<file path="src/rtl/cu_pkg.sv">
// Shared definitions for the bus control unit: instruction field positions,
// opcode encodings and the step-counter state type.
package cu_pkg;

  localparam int NREG = 8;
  localparam int IR_W = 9;

  localparam int OPC_MSB = 8;
  localparam int OPC_LSB = 6;
  localparam int RX_MSB  = 5;
  localparam int RX_LSB  = 3;
  localparam int RY_MSB  = 2;
  localparam int RY_LSB  = 0;

  localparam logic [2:0] OP_MV   = 3'b000;
  localparam logic [2:0] OP_MVI  = 3'b001;
  localparam logic [2:0] OP_ADD  = 3'b010;
  localparam logic [2:0] OP_SUB  = 3'b011;
  localparam logic [2:0] OP_MVNZ = 3'b100;

  typedef enum logic [1:0] {
    T0 = 2'd0,
    T1 = 2'd1,
    T2 = 2'd2,
    T3 = 2'd3
  } step_t;

endpackage

</file>
<file path="src/rtl/dec3to8.sv">
// 3-bit to 8-bit one-hot decoder with enable; used to turn the Rx and Ry
// instruction fields into register select / load-enable vectors.
module dec3to8
  import cu_pkg::*;
(
  input  logic [2:0]      sel,
  input  logic            en,
  output logic [NREG-1:0] onehot
);

  always_comb begin
    onehot = '0;
    if (en) onehot[sel] = 1'b1;
  end

endmodule

</file>
<file path="src/rtl/bus_control_unit.sv">
// Step-sequenced control FSM for the shared processor bus: selects the bus
// source and raises register load enables. Optional mvnz opcode: CU_MVNZ_EN.
module bus_control_unit
  import cu_pkg::*;
(
  input  logic            Clock,
  input  logic            Reset,
  input  logic            Run,
  input  logic [IR_W-1:0] IR,
`ifdef CU_MVNZ_EN
  input  logic            GNZ,
`endif
  output logic [NREG-1:0] ROut,
  output logic            GOut,
  output logic            DINOut,
  output logic [NREG-1:0] RIn,
  output logic            IRIn,
  output logic            AIn,
  output logic            GIn,
  output logic            AddSub,
  output logic            Done
);

  step_t            tStep;
  step_t            nextStep;
  logic [2:0]       opcode;
  logic [NREG-1:0]  xOneHot;
  logic [NREG-1:0]  yOneHot;

  assign opcode = IR[OPC_MSB:OPC_LSB];

  // Decoders are held off during reset so no select can leak onto the bus
  dec3to8 xDec (
    .sel    (IR[RX_MSB:RX_LSB]),
    .en     (~Reset),
    .onehot (xOneHot)
  );

  dec3to8 yDec (
    .sel    (IR[RY_MSB:RY_LSB]),
    .en     (~Reset),
    .onehot (yOneHot)
  );

  always_ff @(posedge Clock) begin
    if (Reset) tStep <= T0;
    else       tStep <= nextStep;
  end

  // T2/T3 are only reachable from add/sub, so they need no opcode check
  always_comb begin
    nextStep = tStep;
    ROut     = '0;
    GOut     = 1'b0;
    DINOut   = 1'b0;
    RIn      = '0;
    IRIn     = 1'b0;
    AIn      = 1'b0;
    GIn      = 1'b0;
    AddSub   = 1'b0;
    Done     = 1'b0;
    if (!Reset) begin
      case (tStep)
        T0: begin
          if (Run) begin
            IRIn     = 1'b1;
            nextStep = T1;
          end
        end
        T1: begin
          nextStep = T0;
          case (opcode)
            OP_MV: begin
              ROut = yOneHot;
              RIn  = xOneHot;
              Done = 1'b1;
            end
            OP_MVI: begin
              DINOut = 1'b1;
              RIn    = xOneHot;
              Done   = 1'b1;
            end
            OP_ADD, OP_SUB: begin
              ROut     = xOneHot;
              AIn      = 1'b1;
              nextStep = T2;
            end
`ifdef CU_MVNZ_EN
            OP_MVNZ: begin
              if (GNZ) begin
                ROut = yOneHot;
                RIn  = xOneHot;
              end
              Done = 1'b1;
            end
`endif
            default: Done = 1'b1;
          endcase
        end
        T2: begin
          ROut     = yOneHot;
          GIn      = 1'b1;
          AddSub   = IR[OPC_LSB];
          nextStep = T3;
        end
        T3: begin
          GOut     = 1'b1;
          RIn      = xOneHot;
          Done     = 1'b1;
          nextStep = T0;
        end
        default: nextStep = T0;
      endcase
    end
  end

endmodule

</file>
<file path="config.mk">
export PLATFORM = sky130hd
export DESIGN_NAME = bus_control_unit
export DESIGN_NICKNAME = d
export VERILOG_FILES = /design/src/rtl/cu_pkg.sv /design/src/rtl/dec3to8.sv /design/src/rtl/bus_control_unit.sv
export SDC_FILE = /design/constraint.sdc
export NUM_CORES = 1
export LEC_CHECK = 0
export ABC_CLOCK_PERIOD_IN_PS = 1700
export CAP_MARGIN = 20
export CELL_PAD_IN_SITES_DETAIL_PLACEMENT = 0
export CELL_PAD_IN_SITES_GLOBAL_PLACEMENT = 1
export CORE_ASPECT_RATIO = 1.2
export CORE_MARGIN = 8
export CORE_UTILIZATION = 26
export DETAILED_ROUTE_END_ITERATION = 12
export PLACE_DENSITY_LB_ADDON = 0.1
export SYNTH_ARGS = -nofsm -noshare
export SYNTH_HDL_FRONTEND = slang
export SYNTH_HIERARCHICAL = 1
export SYNTH_SLANG_ARGS = --single-unit
</file>
<file path="constraint.sdc">
create_clock -name Clock -period 1.7 [get_ports Clock]
set_input_delay 0.17 -clock Clock [delete_from_list [all_inputs] [get_ports Clock]]
set_output_delay 0.17 -clock Clock [all_outputs]
set_load 0.01 [all_outputs]
</file>
After elaboration in Yosys (flattened, before gate mapping)
Cells that the tools add are included.
- bits in registers: 2
- bits of input ports: 12
- output and inout bits: 23
- word-level logic and storage cells: 49
- order comparisons: 4
- equality and inequality tests: 7
- muxes and demuxes: 31
- reduce and logical (&&, ||, !) cells: 6
- operators with widths (operator ; count):
    $pmux W8 S2 ; 3
    $mux W8 ; 3
    $mux W1 ; 19
    $lt A3 B4 Y1 const B ; 2
    $pmux W2 S4 ; 1
    $demux W1 S3 ; 2
    $eq A3 B2 Y1 const B ; 2
    $ge A3 B1 Y1 const B ; 2
    $eq A2 B2 Y1 const B ; 2
    $mux W2 ; 2
    $reduce_or A2 Y1 ; 2
    $eq A3 B1 Y1 const B ; 1
    $logic_not A3 Y1 ; 1
    $eq A2 B1 Y1 const B ; 1
    $logic_and A1 B1 Y1 ; 2
    $logic_not A2 Y1 ; 1
    $ne A2 B2 Y1 const B ; 1
    $pmux W1 S2 ; 1

Depth between registers and ports, before layout
- depth after elaboration: 7
- mapped depth: 6
- depth with buffers taken out: 5

By module
The synthesis kept the hierarchy.
- modules (own cells, without submodules) (module ; instances ; cells each ; area an instance (µm²) ; seq. area each (µm²)):
    bus_control_unit ; 1 ; 67 ; 446.7 ; 40.0
    dec3to8 (xDec) ; 1 ; 8 ; 96.3 ; 0.0
    dec3to8 (yDec) ; 1 ; 8 ; 95.1 ; 0.0

Worst setup path before layout
No wires, ideal clock.
- kind: register -> output
- from: reg (tool-made name)
- to: out RIn[0]
- data arrival time: 1.336 ns
- required time: 1.530 ns
- path slack: 0.194 ns
- stages on the path, launching flop included: 6
- buffers on the path: 0
- cell sequence: dfxtp_1 > inv_1 > ha_1 > or3b_4 > a21oi_4 > and2_2
- RTL lines (item ; line ; RTL):
    to (decl) ; bus_control_unit.sv:16 ; output logic [NREG-1:0] RIn,

==> flow_summary.ini <==
[flow_run]
drv_cap = 0

[place]
port_buffers = 34
dp.cells = 157
gp_congestion = 0.767
dp_hpwl_um = 1680

[grt]
overflow = 0
grt_pass1_vias = 817
busiest_layer = met2
grt_util_all_layers_pct = 9.94
use_met3_pct = 2.56
grt.met1_usage_pct = 11.0
grt_antenna_before_repair = 0
grt_pass1_wl_um = 3510
grt.met2_usage_pct = 17.2
grt_max_degree = 19

[detailed_routing]
drtIter0Drc = 11
routed_wl_um = 2260
wire_per_inst_um = 13.6
drc_errors = 0
drt-pass1-iter-count = 4
vias_per_cell = 4.83
vias = 802
ant_nets = 0

[critical_path]
critical_path.slowest_cell = or3b_4
setup.worst_path.start_class = register
cp.required_ns = 1.53
critical_path.max_stage_delay_ns = 0.40
cp.arrival_ns = 1.67
path_cells = inv_2 > ha_4 > or3b_4 > a21oi_4 > and2_2 > clkdlybuf4s15_2
crit_type = reg -> out
cp-end-kind = output port
path_max_fanout = 4

[finish]
final_nets = 154
final_cells = 166
syn_to_final_growth_pct = 97.6
n_antenna_cell = 0
seq_area_um2 = 42.5
drive_above_1_share_pct = 63.0
final_common_cell = buf_4
layout_common_cells = buf_4, clkdlybuf4s50_1, buf_6
fillers = 236
utilization_pct = 54.7
multi_input_area_um2 = 674

[sta]
maxSlewHeadroom_pct = 81.2
period_share_pct = 109
tns_ns = -0.962
setup_viol = 11
finalClockSkew_ns = 0.00578
fmax_mhz = 542
layout_min_cycle_time_ns = 1.84
slew_viol_final = 0
setup_ws_ns = -0.145
worst_pin_slew_ns = 0.282
rsz0062_at_grt = yes
hold_viol_final = 0

[clock_network]
worstSkewPairLatency_ns = 0.23
ctsHtreeMaxLevel = 1
cts.sinks = 2
postCtsHoldBufs = 0
cts_buffers = 3
cts_tree = yes
path_clk_slew_ns = 0.03
cts_root_buf = clkbuf_4
cts_buffer_depth = 2

[floorplan]
ios = 35
start_util_pct = 27.7
dieArea_um2 = 4300
core-area_um2 = 2310
die_h_um = 70.3
fp.dieW_um = 61.2
rows = 19

[logic_synthesis]
yosys_warnings = 6
synthCells = 83
synth_compound_area_share_pct = 19.8
synth_xor_area_share_pct = 0
syn_nets = 100
synth_area_leader_cell = ha_1
synth_fa_ha_area_share_pct = 9.80
synth.area.mux_share_pct = 0
synth-simple-area-share_pct = 59.0
ys_ff_latch = 2
synth_top_area_share_pct = 9.80
synth_cell_type_count = 28
synth_seq_area_share_pct = 6.27
netlist_area_um2 = 638
syn_avg_cell_area_um2 = 7.69
synth.top_cells.by_area = ha_1, and2_2, and4b_2, a21oi_1, and4bb_2
synth_top_family_by_area = simple AND/OR/NAND/NOR gates

[run_status]
status = finished with violations
violations = setup timing

[power_and_ir_drop]
vdd_drop_max_uv = 209
p_total_uw = 346
power_density_nw_per_um2 = 274
cellLeakagePower_uw = 0.000556

[hold_path]
hp-class = reg -> reg
holdCritStartpoint = tStep[0]
==> repair_timing <==
item	in CTS	in global routing
pin swaps	5	11
setup endpoints to repair	23	21
resized for setup	95	34
buffers inserted	2	4
==> report_power, final <==
part,switching [uW],total [uW],internal (uW)
clock network,27.4,105,77.9
registers,3.70,55.3,51.6
logic,86.5,185,99.0
==> metal layers <==
| metal | up-vias | routed length (um) | part of all wire (%) |
|---|---|---|---|
| met1 | 361 | 891 | 39 |
| met2 | 21 | 1200 | 53 |
| met4 | 0 | 0 | 0 |
| met5 | - | 0 | 0 |
| met3 | 0 | 176 | 7.8 |
| li1 | 420 | - | - |
==> layout make-up <==
type	instances	area share, %
clock buffer	3	1.79
inverter	5	1.49
timing repair buffer	52	36.8
tap	31	3.08
multi-input combinational	73	53.5
sequential	2	3.37
==> synth_stat cells <==
| cell type | n |
|---|---|
| a211oi_1 | 1 |
| a21o_1 | 1 |
| a21oi_1 | 10 |
| a21oi_4 | 1 |
| and2_1 | 1 |
| and2_2 | 8 |
| and3_1 | 2 |
| and3b_2 | 1 |
| and4_2 | 2 |
| and4b_1 | 1 |
| and4b_2 | 5 |
| and4bb_1 | 2 |
| and4bb_2 | 4 |
| buf_2 | 1 |
| clkbuf_1 | 1 |
| clkbuf_2 | 1 |
| dfxtp_1 | 2 |
| ha_1 | 5 |
| inv_1 | 5 |
| nand2_1 | 9 |
| nand2b_1 | 1 |
| nand3_1 | 1 |
| nor2_1 | 3 |
| nor2b_1 | 1 |
| nor3b_1 | 1 |
| nor4b_2 | 3 |
| o21ai_0 | 9 |
| or3b_4 | 1 |
==> worst max-delay path, delay by kind of cell, from the launching register on <==
kind / cells / cell delay (ns)
AND/OR/NAND/NOR: 2 / 0.56
flip-flops: 1 / 0.31
adder cells (fa/ha/maj): 1 / 0.14
buffers and inverters: 2 / 0.28
AO/OA/AOI/OAI: 1 / 0.18
==> per-stage QoR <==
step	instance area [um^2]	hold slack, ns	setup slack [ns]
floorplan	638	0.430	0.194
global placement	1110	0.610	-0.452
detailed placement	1110	0.616	-0.471
CTS	1140	0.652	-0.175
global route	1260	0.682	-0.215
finish	1260	0.656	-0.145
==> cell families (layout without fill, tap and decap cells) <==
family / after synthesis / in the layout
flops: 2 / 2
buf+inv: 8 / 60
fa+ha+maj: 5 / 5
compound gates: 22 / 22
simple gates: 46 / 46
==> worst paths after layout <==
path	end	slack (ns)	cells after the start
worst max-delay path	RIn[6]	-0.14	6
worst min-delay path	register	0.66	3
worst max register to register	register	0.34	8
worst min register to register	register	0.66	3
(Power assumes the default switching activity.)
